File: src/rtl/pulse_timestamper.sv
// Samples an asynchronous toggle-level event line, tags each event with a
// free-running coarse counter and queues the tags in a small FIFO.
module pulse_timestamper #(
  parameter int unsigned COUNTER_WIDTH = 16,
  parameter int unsigned SYNC_STAGES   = 2,
  parameter int unsigned FIFO_DEPTH    = 4,
  parameter int unsigned DROP_WIDTH    = 8
) (
  input  logic                     clk,
  input  logic                     rst_n,
  input  logic                     toggle_in,
  input  logic                     clear,
  output logic [COUNTER_WIDTH-1:0] tag_data,
  output logic                     tag_valid,
  input  logic                     tag_ready,
  output logic                     overflow,
  output logic [DROP_WIDTH-1:0]    drop_count
);

  localparam int unsigned AW        = $clog2(FIFO_DEPTH);
  localparam int unsigned ARM_EDGES = SYNC_STAGES + 1;
  localparam int unsigned ARM_W     = $clog2(ARM_EDGES + 1);

  logic [SYNC_STAGES-1:0]   sync_q, sync_d;
  logic                     prev_q;
  logic [COUNTER_WIDTH-1:0] cnt_q, cnt_d;
  logic [ARM_W-1:0]         arm_q, arm_d;
  logic [AW:0]              wr_q, wr_d, rd_q, rd_d;
  logic                     ovf_q, ovf_d;
  logic [DROP_WIDTH-1:0]    drop_q, drop_d;
  logic [COUNTER_WIDTH-1:0] mem_q [FIFO_DEPTH];

  logic evt, armed, full, empty, push, drop, pop;

  assign evt   = sync_q[SYNC_STAGES-1] ^ prev_q;
  assign armed = (arm_q == ARM_W'(ARM_EDGES));
  assign empty = (wr_q == rd_q);
  assign full  = (wr_q[AW] != rd_q[AW]) && (wr_q[AW-1:0] == rd_q[AW-1:0]);
  assign push  = evt && armed && !full;
  assign drop  = evt && armed && full;
  assign pop   = !empty && tag_ready;

  always_comb begin
    sync_d = {sync_q[SYNC_STAGES-2:0], toggle_in};
    cnt_d  = cnt_q + COUNTER_WIDTH'(1);
    arm_d  = armed ? arm_q : arm_q + ARM_W'(1);
    wr_d   = push ? wr_q + (AW+1)'(1) : wr_q;
    rd_d   = pop  ? rd_q + (AW+1)'(1) : rd_q;
    ovf_d  = ovf_q;
    drop_d = drop_q;
    // A drop on the same edge as clear restarts the count at one.
    if (drop) begin
      ovf_d = 1'b1;
      if (clear)
        drop_d = DROP_WIDTH'(1);
      else if (drop_q != '1)
        drop_d = drop_q + DROP_WIDTH'(1);
    end else if (clear) begin
      ovf_d  = 1'b0;
      drop_d = '0;
    end
  end

  always_ff @(posedge clk or negedge rst_n) begin
    if (!rst_n) begin
      sync_q <= '0;
      prev_q <= 1'b0;
      cnt_q  <= '0;
      arm_q  <= '0;
      wr_q   <= '0;
      rd_q   <= '0;
      ovf_q  <= 1'b0;
      drop_q <= '0;
    end else begin
      sync_q <= sync_d;
      prev_q <= sync_q[SYNC_STAGES-1];
      cnt_q  <= cnt_d;
      arm_q  <= arm_d;
      wr_q   <= wr_d;
      rd_q   <= rd_d;
      ovf_q  <= ovf_d;
      drop_q <= drop_d;
    end
  end

  always_ff @(posedge clk) begin
    if (push)
      mem_q[wr_q[AW-1:0]] <= cnt_q;
  end

  assign tag_data   = mem_q[rd_q[AW-1:0]];
  assign tag_valid  = !empty;
  assign overflow   = ovf_q;
  assign drop_count = drop_q;

endmodule
File: config.mk
export PLATFORM = sky130hd
export DESIGN_NAME = pulse_timestamper
export DESIGN_NICKNAME = d
export VERILOG_FILES = /design/src/rtl/pulse_timestamper.sv
export SDC_FILE = /design/constraint.sdc
export NUM_CORES = 1
export LEC_CHECK = 0
export ABC_AREA = 1
export CORE_AREA = 2 2 108 110
export DETAILED_ROUTE_END_ITERATION = 6
export DIE_AREA = 0 0 110 112
export DONT_BUFFER_PORTS = 1
export PLACE_DENSITY = 0.53
export SETUP_SLACK_MARGIN = 0.15
export SYNTH_ARGS = -nofsm -noshare
export SYNTH_HDL_FRONTEND = slang
export SYNTH_SLANG_ARGS = --single-unit
File: constraint.sdc
create_clock -name clk -period 2.1 [get_ports clk]
set_input_delay 0.315 -clock clk [delete_from_list [all_inputs] [get_ports clk]]
set_output_delay 0.315 -clock clk [all_outputs]
set_load 0.05 [all_outputs]
# Word level (Yosys, flattened, before mapping)
# Memories as Yosys holds them, arrays and structs flattened.
# Cells that the tools add are included.
[totals]
reg_bits = 36
ramBits = 64
input_bits = 5
output_inout_bits = 26
elab_cells = 38
mem_count = 1
[mem_list]
columns = ["name", "words", "word_bits", "read_ports", "rd_ports_with_merged_regs", "wr", "line", "rtl"]
rows = [
  ["mem_q", 4, 16, 1, 0, 1, "31", "logic [COUNTER_WIDTH-1:0] mem_q [FIFO_DEPTH];"],
]
[classes]
addsub = 5
n_eq_ne = 5
muxes = 8
bitwise = 1
n_reduce_logical = 10
[ops]
columns = ["operator", "n"]
rows = [
  ["8-bit 2-to-1 mux", 4],
  ["16-bit by 1-bit adder with 16-bit output (second input constant)", 1],
  ["8-bit by 1-bit adder with 8-bit output (second input constant)", 1],
  ["8-bit inequality test (second input constant)", 1],
  ["3-bit by 1-bit adder with 3-bit output (second input constant)", 2],
  ["1-bit logical AND", 5],
  ["1-bit 2-to-1 mux", 4],
  ["2-bit nonzero test", 2],
  ["3-bit equality test", 1],
  ["2-bit by 1-bit adder with 2-bit output (second input constant)", 1],
  ["2-bit equality test", 1],
  ["2-bit equality test (second input constant)", 1],
  ["1-bit logical NOT", 2],
  ["2-bit AND reduction", 1],
  ["1-bit inequality test", 1],
  ["1-bit bitwise XOR", 1],
]

# Depth between registers and ports, before layout
[logic_depth]
depth_word = 6
mapped_depth = 10
depth_no_buf = 9

# Least setup slack after synthesis
# OpenSTA, ideal clock, no wires.
[synth_timing]
kind = "reg-to-reg"
start = "register arm_q[0]"
end = "memory mem_q[1][0], enable pin"
arrival_ns = 1.725
required_time_ns = 1.711
setup_slack_ns = -0.013
stages_incl_launch_ff = 6
path_buffers = 0
synth_period_minus_slack_ns = 2.113
cell_sequence = "dfrtp_1 ha_1 nand2_1 nor2_2 nand2_4 nor2_1"
[synth_via]
elab_chain_len = 5
[synth_rtl]
columns = ["item", "line", "rtl"]
rows = [
  ["from (decl)", "27", "logic [ARM_W-1:0] arm_q, arm_d;"],
  ["from (signal assigned)", "78", "arm_q <= arm_d;"],
  ["2-bit equality test", "36", "assign armed = (arm_q == ARM_W'(ARM_EDGES));"],
  ["1-bit logical AND (2 in a row)", "39", "assign push = evt && armed && !full;"],
  ["1-bit 2-to-1 mux", "87", "if (push)"],
  ["1-bit 2-to-1 mux (implied by the code)", "88", "mem_q[wr_q[AW-1:0]] <= cnt_q;"],
  ["to (decl)", "31", ""],
]
# Every way passes these cells.

# Final worst setup path
[layout_timing]
start = "register rd_q[0]"
end = "output port tag_data[7]"
[layout_via]
elab_chain_len = 1
[layout_rtl]
columns = ["item", "line", "rtl"]
rows = [
  ["from (decl)", "28", "logic [AW:0] wr_q, wr_d, rd_q, rd_d;"],
  ["from (signal assigned)", "80", "rd_q <= rd_d;"],
  ["memory read 4 x 16 bit", "-", ""],
  ["to (decl)", "13", "output logic [COUNTER_WIDTH-1:0] tag_data,"],
]
# Every way passes these cells.

==> impl_metrics.yaml <==
outcome:
  status: "complete, no violations"
place:
  routabilityCongestion: 0.779
  placed_area_sq_mm: 0.00479
  hpwl_um: 5650
  dp.cells: 535
  place_ws_ps: 352
  port-buffer-count: 0
critical_path:
  startpoint_type: "flip-flop"
  cp_max_fo: 16
  path_class: "reg2out"
  crit_required_ps: 1780
  cp.arrival_ps: 1560
  cp-end-kind: "output port"
floorplanning:
  die_y_um: 112
  dieArea_sq_mm: 0.0123
  initial_utilization_pct: 38.0
  pin_count: 31
  dieWidth_um: 110
  rows: 39
  coreArea_sq_mm: 0.0112
run:
  cap_violations: 0
power_and_ir_drop:
  power_density_mw_per_mm2: 1510
  p_int_uw: 4640
  p_leak_uw: 0.00209
  p_sw_share_pct: 40.9
  clock_power_share_pct: 20.4
  power.total_uw: 7850
  comb_power_share_pct: 45.2
  ir_worst_vdd_mv: 0.891
  seq_power_share_pct: 34.4
  power_switching_uw: 3210
global_route:
  busiest_layer: "met2"
  grt.met3_usage_pct: 3.81
  grt_pass1_vias: 2662
  antenna_found_initial: 0
  grt_max_degree: 37
  met1_usage_pct: 21.6
  grtUsageMet2_pct: 22.7
  grt_pass1_wl_um: 14100
  grt.overflow.total: 0
  grt_util_all_layers_pct: 15.4
timing:
  rsz0062_at_grt: "true"
  setup_slack_ps: 224
  max_freq_ghz: 0.533
  setup_viol: 0
  worst_pin_slew_ps: 481
  finalHoldViolCount: 0
  report.final.slew_viol_count: 0
  layout_worst_path_cycle_share_pct: 89.3
  fin_skew_ps: 4.67
  finalCriticalPeriod_ps: 1880
  maxSlewHeadroom_pct: 67.9
synth:
  synth_warnings: 0
  seq_area_frac_synth_pct: 66.4
  netlist_instances: 365
  synthTopCellsByArea: "edfxtp_1 45%, dfrtp_1 21%, o21ai_0 4.4%"
  synth_area_sq_mm: 0.00425
  ys_types: 32
  synth.top_cell.area_share_pct: 45.2
  synth_seq_cells: 100
  syn-num-nets: 378
  synth_area_per_cell_sq_um: 11.6
  yosys.area.top_type: "edfxtp_1"
clocking:
  clk_latency_ps: 340
  path_clk_slew_ps: 60
  cts_buffers: 9
  cts_max_path_buffers: 2
  htree_num_levels: 3
  cts_tree: "built"
  cts_root_buf: "clkbuf_16"
  numClockSinks: 100
route:
  wire_per_inst_um: 15.8
  remaining_drc_errors: 0
  avgViaCountPerCell: 4.84
  num_vias: 2700
  dr.pass1.iters: 5
  drt-total-wl_um: 8800
  ant_nets: 0
  dr.first_iter.drc_count: 116
min_path:
  hold_class: "in2reg"
final_layout:
  final_cell_area_sq_mm: 0.00519
  fillers: 1039
  layout-drive-gt1-share_pct: 23.1
  area_growth_pct: 22.2
  layoutNonFillerInstCount: 558
  num_antenna_cells: 0
  postLayoutCoreUtil_pct: 46.5
  fin_nets: 423
critical path, stage by stage (launching register included):
cell and delay, ps:
dfrtp_2 460, buf_6 170, o21ai_0 280, o22ai_2 110, buf_4 190
cells in the final DEF (no fill, tap or decap), drive strengths merged, types with 7 or more instances in the layout:
master   n
xor2    10
nor2    53
xnor2    7
o22ai   16
o21ai   38
dfrtp   36
clkbuf  11
buf     41
edfxtp  64
nand3   19
nand2   55
inv     28
ha       8
nor3     8
power by group through the flow:
stage	Combinational (uW)	Clock (uW)	Sequential, uW
2_1_floorplan	2390	0	2720
3_3_place_gp	3350	0	2740
3_5_place_dp	3380	0	2750
4_1_cts	3510	1640	2700
5_1_grt	3810	1730	2740
6_report	3550	1600	2700
metal layers:
metal	routed length [um]	share of wire (%)
met2	4070	46
met4	151	1.7
met3	346	3.9
met5	0	0
met1	4230	48
final timing paths:
check,from,to,slack (ps),cells past startpoint
worst min register to register,sync_q[0]$_DFF_PN0_,sync_q[1]$_DFF_PN0_,360,0
worst max register to register,wr_q[0]$_DFFE_PN0N_,mem_q[1][10]$_DFFE_PP_,360,8
min in group asynchronous,rst_n,rd_q[0]$_DFFE_PN0P_,420,2
max in group asynchronous,rst_n,cnt_q[11]$_DFF_PN0_,1480,2
worst min-delay path,clear,drop_count[0]$_DFFE_PN0P_,110,2
worst max-delay path,rd_q[0]$_DFFE_PN0P_,tag_data[7],220,4
sequential cells by signal, indices dropped and copies added, names as in the netlist:
register,cells
rd_q,3
mem_q,64
wr_q,3
overflow,1
prev_q,1
sync_q,2
cnt_q,16
arm_q,2
drop_count,8
per-stage QoR:
stage	TNS, ps	hold slack (ps)
4_1_cts	0	103
5_1_grt	0	106
3_3_place_gp	0	21.4
2_1_floorplan	-636	19.4
3_5_place_dp	0	21.7
6_report	0	113
repair_timing:
action / in CTS / in global routing
endpoints found under the setup margin: 16 / 14
buffers inserted: 2 / 1
hold buffers: 3 / 0
hold endpoints to repair: 37 / 0
gates resized for setup: 7 / 4
pin swaps: 1 / 2
cloned: 0 / 1
synth_stat cells:
cell	number
o21ai_0	37
xnor2_1	7
inv_2	2
dfrtp_1	36
xor2_2	2
clkinv_2	1
nor2_8	1
nand4_1	2
nor2_2	3
nand3_4	1
ha_1	8
a31o_2	1
nand2_4	4
nand2_2	3
nor3_2	1
xor2_1	8
o22ai_1	16
nor2_1	49
or2_2	1
a21oi_2	2
o21ai_1	1
inv_1	26
nand3b_1	1
buf_2	4
nor3_1	7
clkbuf_1	6
nand3_1	18
nand2_1	48
a21oi_1	3
edfxtp_1	64
mux2_2	1
nand4_4	1
layout make-up:
type	instances	area, sq um	share of cell area, %
Tap cell	143	179	3.45
Clock buffer	10	229	4.41
Clock inverter	6	55.1	1.06
Sequential cell	100	2830	54.4
Multi-Input combinational cell	226	1370	26.5
Inverter	29	113	2.17
Timing Repair Buffer	44	418	8.05
kinds of logic (layout without fill, tap and decap cells):
logic type | count (synthesis) | count (layout) | share of synthesized area [%]
muxes | 1 | 1 | 0.265
DFF | 100 | 100 | 66.4
xor gates and xnor gates | 17 | 17 | 3.86
adders and majority gates | 8 | 8 | 2.36
and+or+nand+nor | 140 | 140 | 15.7
AOI/OAI and AO/OA | 60 | 60 | 7.80
buffers and inverters | 39 | 89 | 3.59
Note: power is estimated with default switching activity, not from simulation.
